===== config.mk =====
export PLATFORM = sky130hd
export DESIGN_NAME = serial_add_ctrl
export DESIGN_NICKNAME = d
export VERILOG_FILES = /design/src/rtl/serial_add_ctrl.sv
export SDC_FILE = /design/constraint.sdc
export NUM_CORES = 1
export LEC_CHECK = 0
export ABC_AREA = 1
export ABC_CLOCK_PERIOD_IN_PS = 2200
export CORE_UTILIZATION = 51
export CTS_CLUSTER_SIZE = 8
export DETAILED_ROUTE_END_ITERATION = 6
export PLACE_DENSITY = 0.78
export SYNTH_ARGS = -nofsm -noshare
export SYNTH_HDL_FRONTEND = slang
export SYNTH_SLANG_ARGS = --single-unit

===== constraint.sdc =====
create_clock -name clk -period 2.2 [get_ports clk]
set_input_delay 0.33 -clock clk [delete_from_list [all_inputs] [get_ports clk]]
set_output_delay 0.33 -clock clk [all_outputs]
set_load 0.02 [all_outputs]

===== src/rtl/serial_add_ctrl.sv =====
// Bit-serial add/subtract controller. One full_adder is time-shared across
// all WIDTH bit positions, LSB first, with the carry held in a register
// between bits. Returns sum, carry-out and signed overflow with a one-cycle
// done pulse.

// Single-bit full adder, the only arithmetic element in the datapath.
module full_adder (
    input  logic a,
    input  logic b,
    input  logic ci,
    output logic s,
    output logic co
);
    assign s  = a ^ b ^ ci;
    assign co = (a & b) | (ci & (a ^ b));
endmodule

module serial_add_ctrl #(
    parameter int WIDTH = 8
) (
    input  logic             clk,
    input  logic             rst,
    input  logic             start,
    input  logic             sub,
    input  logic [WIDTH-1:0] a,
    input  logic [WIDTH-1:0] b,
    input  logic             c_in,
    output logic             busy,
    output logic             done,
    output logic [WIDTH-1:0] sum,
    output logic             c_out,
    output logic             overflow
);
    localparam int CW = $clog2(WIDTH);

    // Handshake: start is a request that is accepted on any rising edge where
    // the controller is not busy (IDLE or DONE). There is no backpressure on
    // the result side: done is a one-cycle valid pulse, and sum/c_out/overflow
    // stay stable afterwards until the next result replaces them.
    typedef enum logic [1:0] {
        IDLE = 2'd0,
        RUN  = 2'd1,
        DONE = 2'd2
    } state_t;

    // Current FSM state; kept as a plainly named signal so checkers can bind to it.
    state_t state;
    state_t state_nxt;

    logic [WIDTH-1:0] a_q;
    logic [WIDTH-1:0] b_q;
    logic [WIDTH-1:0] sum_sr;
    logic [CW-1:0]    cnt;
    logic             carry_q;
    logic             fa_s;
    logic             fa_co;
    logic             accept;
    logic             last_bit;

    full_adder u_fa (
        .a  (a_q[cnt]),
        .b  (b_q[cnt]),
        .ci (carry_q),
        .s  (fa_s),
        .co (fa_co)
    );

    assign accept   = start && (state != RUN);
    assign last_bit = (state == RUN) && (cnt == CW'(WIDTH - 1));

    // State register.
    always_ff @(posedge clk) begin
        if (rst) begin
            state <= IDLE;
        end else begin
            state <= state_nxt;
        end
    end

    // Next-state and status outputs; DONE accepts start directly for back-to-back use.
    always_comb begin
        state_nxt = state;
        busy      = 1'b0;
        done      = 1'b0;
        case (state)
            IDLE: begin
                if (start) begin
                    state_nxt = RUN;
                end
            end
            RUN: begin
                busy = 1'b1;
                if (cnt == CW'(WIDTH - 1)) begin
                    state_nxt = DONE;
                end
            end
            DONE: begin
                done      = 1'b1;
                state_nxt = start ? RUN : IDLE;
            end
            default: begin
                state_nxt = IDLE;
            end
        endcase
    end

    // Operand latch, serial datapath and result registers.
    always_ff @(posedge clk) begin
        if (rst) begin
            a_q      <= '0;
            b_q      <= '0;
            sum_sr   <= '0;
            cnt      <= '0;
            carry_q  <= 1'b0;
            sum      <= '0;
            c_out    <= 1'b0;
            overflow <= 1'b0;
        end else if (accept) begin
            // Subtraction is A + ~B + 1, so the carry-in is forced high.
            a_q     <= a;
            b_q     <= sub ? ~b : b;
            carry_q <= sub | c_in;
            cnt     <= '0;
            sum_sr  <= '0;
        end else if (state == RUN) begin
            sum_sr  <= {fa_s, sum_sr[WIDTH-1:1]};
            carry_q <= fa_co;
            cnt     <= cnt + CW'(1);
            if (last_bit) begin
                // On the MSB step carry_q is the carry into the MSB, so the
                // overflow term needs no separate capture register.
                sum      <= {fa_s, sum_sr[WIDTH-1:1]};
                c_out    <= fa_co;
                overflow <= carry_q ^ fa_co;
            end
        end
    end
endmodule


---- After elaboration in Yosys (flattened, before gate mapping) ----
Cells that the tools add are included.
Widths: inputs -> output; s select.
operators by class
  order comparisons ....................... 1
  muxes and demuxes ....................... 13
  reduce and logical (&&, ||, !) cells .... 7
  eq/ne operators ......................... 6
  bitwise operators ....................... 9
  add/subtract/negate cells ............... 1
operator list
  kind                 count
  $mux 8               1
  $not 8->8            1
  $mux 1               7
  $bmux 1 s3           2
  $pmux 2 s3           1
  $lt 3x4->1 const B   1
  $mux 2               2
  $ne 2x2->1 const B   2
  $add 3x1->3 const B  1
  $eq 3x3->1 const B   1
  $reduce_and 3->1     1
  $xor 1x1->1          3
  $and 1x1->1          2
  $eq 2x1->1 const B   1
  $eq 2x2->1 const B   1
  $logic_and 1x1->1    2
  $logic_not 2->1      1
  $ne 2x1->1 const B   1
  $or 1x1->1           2
  $reduce_and 2->1     1
  $reduce_bool 2->1    1
  $reduce_or 2->1      1
  $not 1->1            1
storage, ports and cells
  output and inout port bits .............. 12
  bits in registers ....................... 40
  word-level logic and storage cells ...... 46
  bits of input ports ..................... 21

---- Depth between registers and ports, before layout ----
  depth in word-level cells ............... 7
  depth in mapped cells ................... 12
  mapped depth without buffers ............ 11

---- Modules after synthesis ----
Synthesis repeated with hierarchy kept, for this count alone.
second synthesis, totals
  cell total of the unflattened synthesis .. 247
  area, all modules ....................... 1798.0 um^2
by module, submodules not included
  module           times used  area an instance (um^2)  sequential area each (um^2)  cells each
  serial_add_ctrl  1           1778.0                   780.7                        246
  full_adder       1           20.0                     0.0                          1

---- Least setup slack after synthesis ----
OpenSTA, ideal clock, no wires.
  path kind ............................... register -> register
  start point ............................. reg cnt[0]
  end point ............................... reg overflow
  cell stages (with the launch flop) ...... 13
  period minus slack after synthesis ...... 1.651 ns
  path buffers ............................ 1
  data required time ...................... 2.084 ns
  setup slack ............................. 0.549 ns
  library setup time ...................... 0.116 ns
  data arrival time ....................... 1.535 ns
  path through ............................ dfxtp_1 > buf_4 > clkinv_1 > nand2_1 > nand3_1 > nand2_1 > nand2_1 > nand2_1 > fa_1 > inv_1 > nand2_1 > a21oi_1 > nor2_1
between the ends
  cells in the longest elaborated chain, start to end .. 6
  elaborated cells between the ends (all ways) .. 12
  classes of those cells .................. eq/ne (1); mux (4); bitwise (5); reduce/logical (2)
ends and longest elaborated chain
  element                        RTL line  RTL
  start, declared                53        logic [CW-1:0] cnt;
  start signal, assigned         128       cnt <= cnt + CW'(1);
  $bmux 1 s3 (on tied branches)  61, 62
  $mux 1 (on tied branches)      61, 62
  $xor 1x1->1                    15        assign co = (a & b) | (ci & (a ^ b));
  $and 1x1->1                    15
  $or 1x1->1 *                   15
  via fa_co                      56        logic fa_co;
  $xor 1x1->1 *                  134       overflow <= carry_q ^ fa_co;
  end signal, assigned           134
  end, declared                  32        output logic overflow
Mark *: on every way through the listed nets, which the timed path passes. The rest lies on a longest branch. The select of a mux whose other input is x is not followed.
A chain may end at the register's enable or synchronous reset.

---- Worst setup path in the final report ----
  start point ............................. reg cnt[0]
  end point ............................... reg sum_sr[7]
between the ends
  cells in the longest elaborated chain, start to end .. 4
  elaborated cells between the ends (all ways) .. 6
  classes of those cells .................. mux (4); bitwise (2)
ends and longest elaborated chain
  element                        RTL line  RTL
  $bmux 1 s3 (on tied branches)  61, 62
  $mux 1 (on tied branches)      61, 62
  $xor 1x1->1 * (2 in a row)     14        assign s = a ^ b ^ ci;
  via fa_s                       55        logic fa_s;
  end signal, assigned           126       sum_sr <= {fa_s, sum_sr[WIDTH-1:1]};
  end, declared                  52        logic [WIDTH-1:0] sum_sr;
Marks and branches as above.

==> run_results.csv <==
group,metric,value,unit
run_status,status,"complete, no violations",
sta,hold_viol_final,0,
min_path,hp-class,"flip-flop to flip-flop",
global_routing,grt_max_degree,16,
clocking,cts_buffers,5,
sta,worstMarginPinSlew,0.419,ns
detailed_routing,vias_per_cell,4.75,
critical_path,critPathMostFrequentCell,"nand2_1",
floorplan,start_util,0.534,
clocking,cts_tree,"built",
power_and_ir_drop,p_total,1.47,mW
detailed_routing,drt_wl_total,3.58,mm
sta,fin_crit_sh,0.870,
critical_path,r2r_cells,9,
clocking,htree_num_levels,2,
global_routing,grt_first_pass_wirelength,6.06,mm
global_routing,grt_pass1_vias,1437,
yosys,synth_top_cell_by_area,"dfxtp_1",
finish,layout-drive-gt1-share,0.114,
finish,syn_to_final_growth,24.0,%
clocking,cts_hold_buffers,0,
yosys,synth_area,1800,um2
placement,buffer_ports.inserted,32,
global_routing,grtUsageMet3,0.0777,
sta,setup_ws,0.286,ns
critical_path,worst_setup_path_start_kind,"flip-flop",
yosys,syn_nets,269,
global_routing,grtUsageMet2,0.387,
critical_path,worstPathRequired,2.45,ns
critical_path,crit_path_max_fanout,11,
finish,fillers,325,
sta,finalSetupTns,0,ns
critical_path,critical_path.slowest_cell,"dfxtp_1",
clocking,cts.repair.resized,0,
global_routing,antenna_found_initial,0,
critical_path,worst-path-buf-inv,1,
floorplan,die_x,61.4,um
placement,dp_slack,0.308,ns
placement,dp_hpwl,2.57,mm
yosys,syn_avg_cell_area,7.33,um2
critical_path,worstPathCellList,"clkinv_1 -> nand2_1 -> nand3_1 -> nand2_1 -> nand2_1 -> nand2_1 -> fa_1 -> nand2_1 -> a21oi_2",
power_and_ir_drop,p_leak,0.952,nW
yosys,synth_cells,245,
global_routing,grt_overflow_total,0,
detailed_routing,drt_iter0_markers,63,
min_path,worstHoldPathCells,2,
global_routing,grt.busiest_layer,"met2",
power_and_ir_drop,p_per_area,660,nW/um2
floorplan,rows,21,
sta,max_freq,522,MHz
detailed_routing,ant_nets,0,
detailed_routing,num_vias,1548,
yosys,synth.top_cell.area_share,0.435,
placement,place_congestion,0.843,
critical_path,crit_family,"flip-flops",
clocking,cts.clk_slew.worst_paths,0.12,ns
critical_path,arrival,2.16,ns
yosys,ys_seq_area_frac,0.435,
flow_run,max_cap_viol_count,0,
yosys,synthTopCellsByArea,"dfxtp_1, nand2_1, nor2_1, a21oi_2, inv_1",
finish,nets,303,
detailed_routing,dr.pass1.iters,4,
detailed_routing,drc,0,
finish,insertedDiodeCount,0,
global_routing,globalRouteTotalUtil,0.226,
clocking,clock-sinks,39,
floorplan,fp.dieH,61.4,um
critical_path,crit_type,"flip-flop to flip-flop",
critical_path,critPathMaxStageDelay,0.55,ns
clocking,clk_path_buf_depth,2,
clocking,worstSkewPairLatency,0.35,ns
yosys,ys_ff_latch,39,
detailed_routing,avgRoutedWirePerCell,11.0,um
clocking,cts_setup_buffers,0,
floorplan,dieArea,3760,um2
sta,timing.final.max_slew_violations,0,
sta,fin_skew,0.0111,ns
sta,rsz0062_at_grt,"no",
critical_path,critPathCaptureType,"flip-flop",
sta,setup_viol,0,
yosys,synth_cell_type_count,22,
floorplan,fp.coreArea,3360,um2
sta,slew_headroom,0.720,
clocking,root_buffer,"clkbuf_4",
power_and_ir_drop,ir_drop,0.452,mV
critical_path,cp_num_cells,9,
floorplan,pin_count,33,
global_routing,grt_util_met1,0.259,
yosys,ys_warn_count,0,
sta,period_needed,1.91,ns
## per-stage QoR
step,hold WS [ns],util,std cells,cell area (um2)
4_1_cts,0.475,0.662,326,2230
2_1_floorplan,0.399,-,245,1800
3_5_place_dp,0.457,0.637,318,2140
3_3_place_gp,0.459,0.637,318,2140
6_report,0.471,0.662,326,2230
5_1_grt,0.487,0.662,326,2230
## cell usage after synthesis (all sizes together)
library cell and n:
clkinv 1, fa 1, xor2 5, nor2 29
clkbuf 1, buf 8, xnor2 3, inv 26
a21oi 13, or2 1, nand3 17, o21ai 17
dfxtp 39, ha 2, nand2 82
## path summary, 6_finish.rpt
check,from,endpoint,slack [ns]
max,cnt[0],sum_sr[7],0.29
min,sum_sr[5],sum[4],0.47
max reg2reg,cnt[0],sum_sr[7],0.29
min reg2reg,sum_sr[5],sum[4],0.47
## cell families (layout without fill, tap and decap cells)
| group | Yosys count | count (layout) | share of synthesized area |
|---|---|---|---|
| xor gates and xnor gates | 8 | 8 | 0.0390 |
| AOI/OAI and AO/OA | 30 | 30 | 0.104 |
| buffers and inverters | 36 | 71 | 0.0919 |
| DFF | 39 | 39 | 0.435 |
| and+or+nand+nor | 129 | 129 | 0.305 |
| adders and majority gates | 3 | 3 | 0.0251 |
## worst reg2reg max path, stage by stage, from the launching register on
cell      delay (ns)
dfxtp_1         0.55
clkinv_1        0.29
nand2_1         0.12
nand3_1         0.07
nand2_1         0.07
nand2_1         0.04
nand2_1         0.08
fa_1            0.44
nand2_1         0.10
a21oi_2         0.06
## flip-flops by register name, indices dropped and copies added, names as in the netlist
name	cells
sum	8
b_q	8
overflow	1
c_out	1
state	2
a_q	8
cnt	3
sum_sr	7
carry_q	1
## final cells by class
cell class	count	area, um2	area share
Multi-Input combinational cell	170	851	0.382
Sequential cell	39	781	0.351
Clock inverter	2	35.0	0.0157
Inverter	27	101	0.0455
Tap cell	46	57.6	0.0258
Timing Repair Buffer	36	350	0.157
Clock buffer	6	51.3	0.0230
## power breakdown
part | switching, mW | internal (mW)
combinational | 0.119 | 0.0943
sequential | 0.0191 | 0.737
clock | 0.233 | 0.269
## per-layer routing
| layer | vias to the layer above | routed length [um] | part of all wire |
|---|---|---|---|
| li1 | 821 | - | - |
| met1 | 682 | 1670 | 0.47 |
| met2 | 38 | 1630 | 0.46 |
| met3 | 7 | 213 | 0.059 |
| met4 | 0 | 61 | 0.017 |
| met5 | - | 0 | 0 |
## layout by cell type (no fill, tap or decap), types with 2 or more instances in the layout
master and count:
buf_4 4, clkbuf_4 5, a21oi_2 10, nor2_1 27, ha_1 2, xor2_1 5
inv_1 23, nand2_4 3, o21ai_0 17, clkdlybuf4s50_1 32, inv_2 3, xnor2_1 3
nand2_1 78, dfxtp_1 39, nor2_4 2, nand3_1 17, a21oi_1 3
No activity file was read; power rests on OpenSTA's default activity.
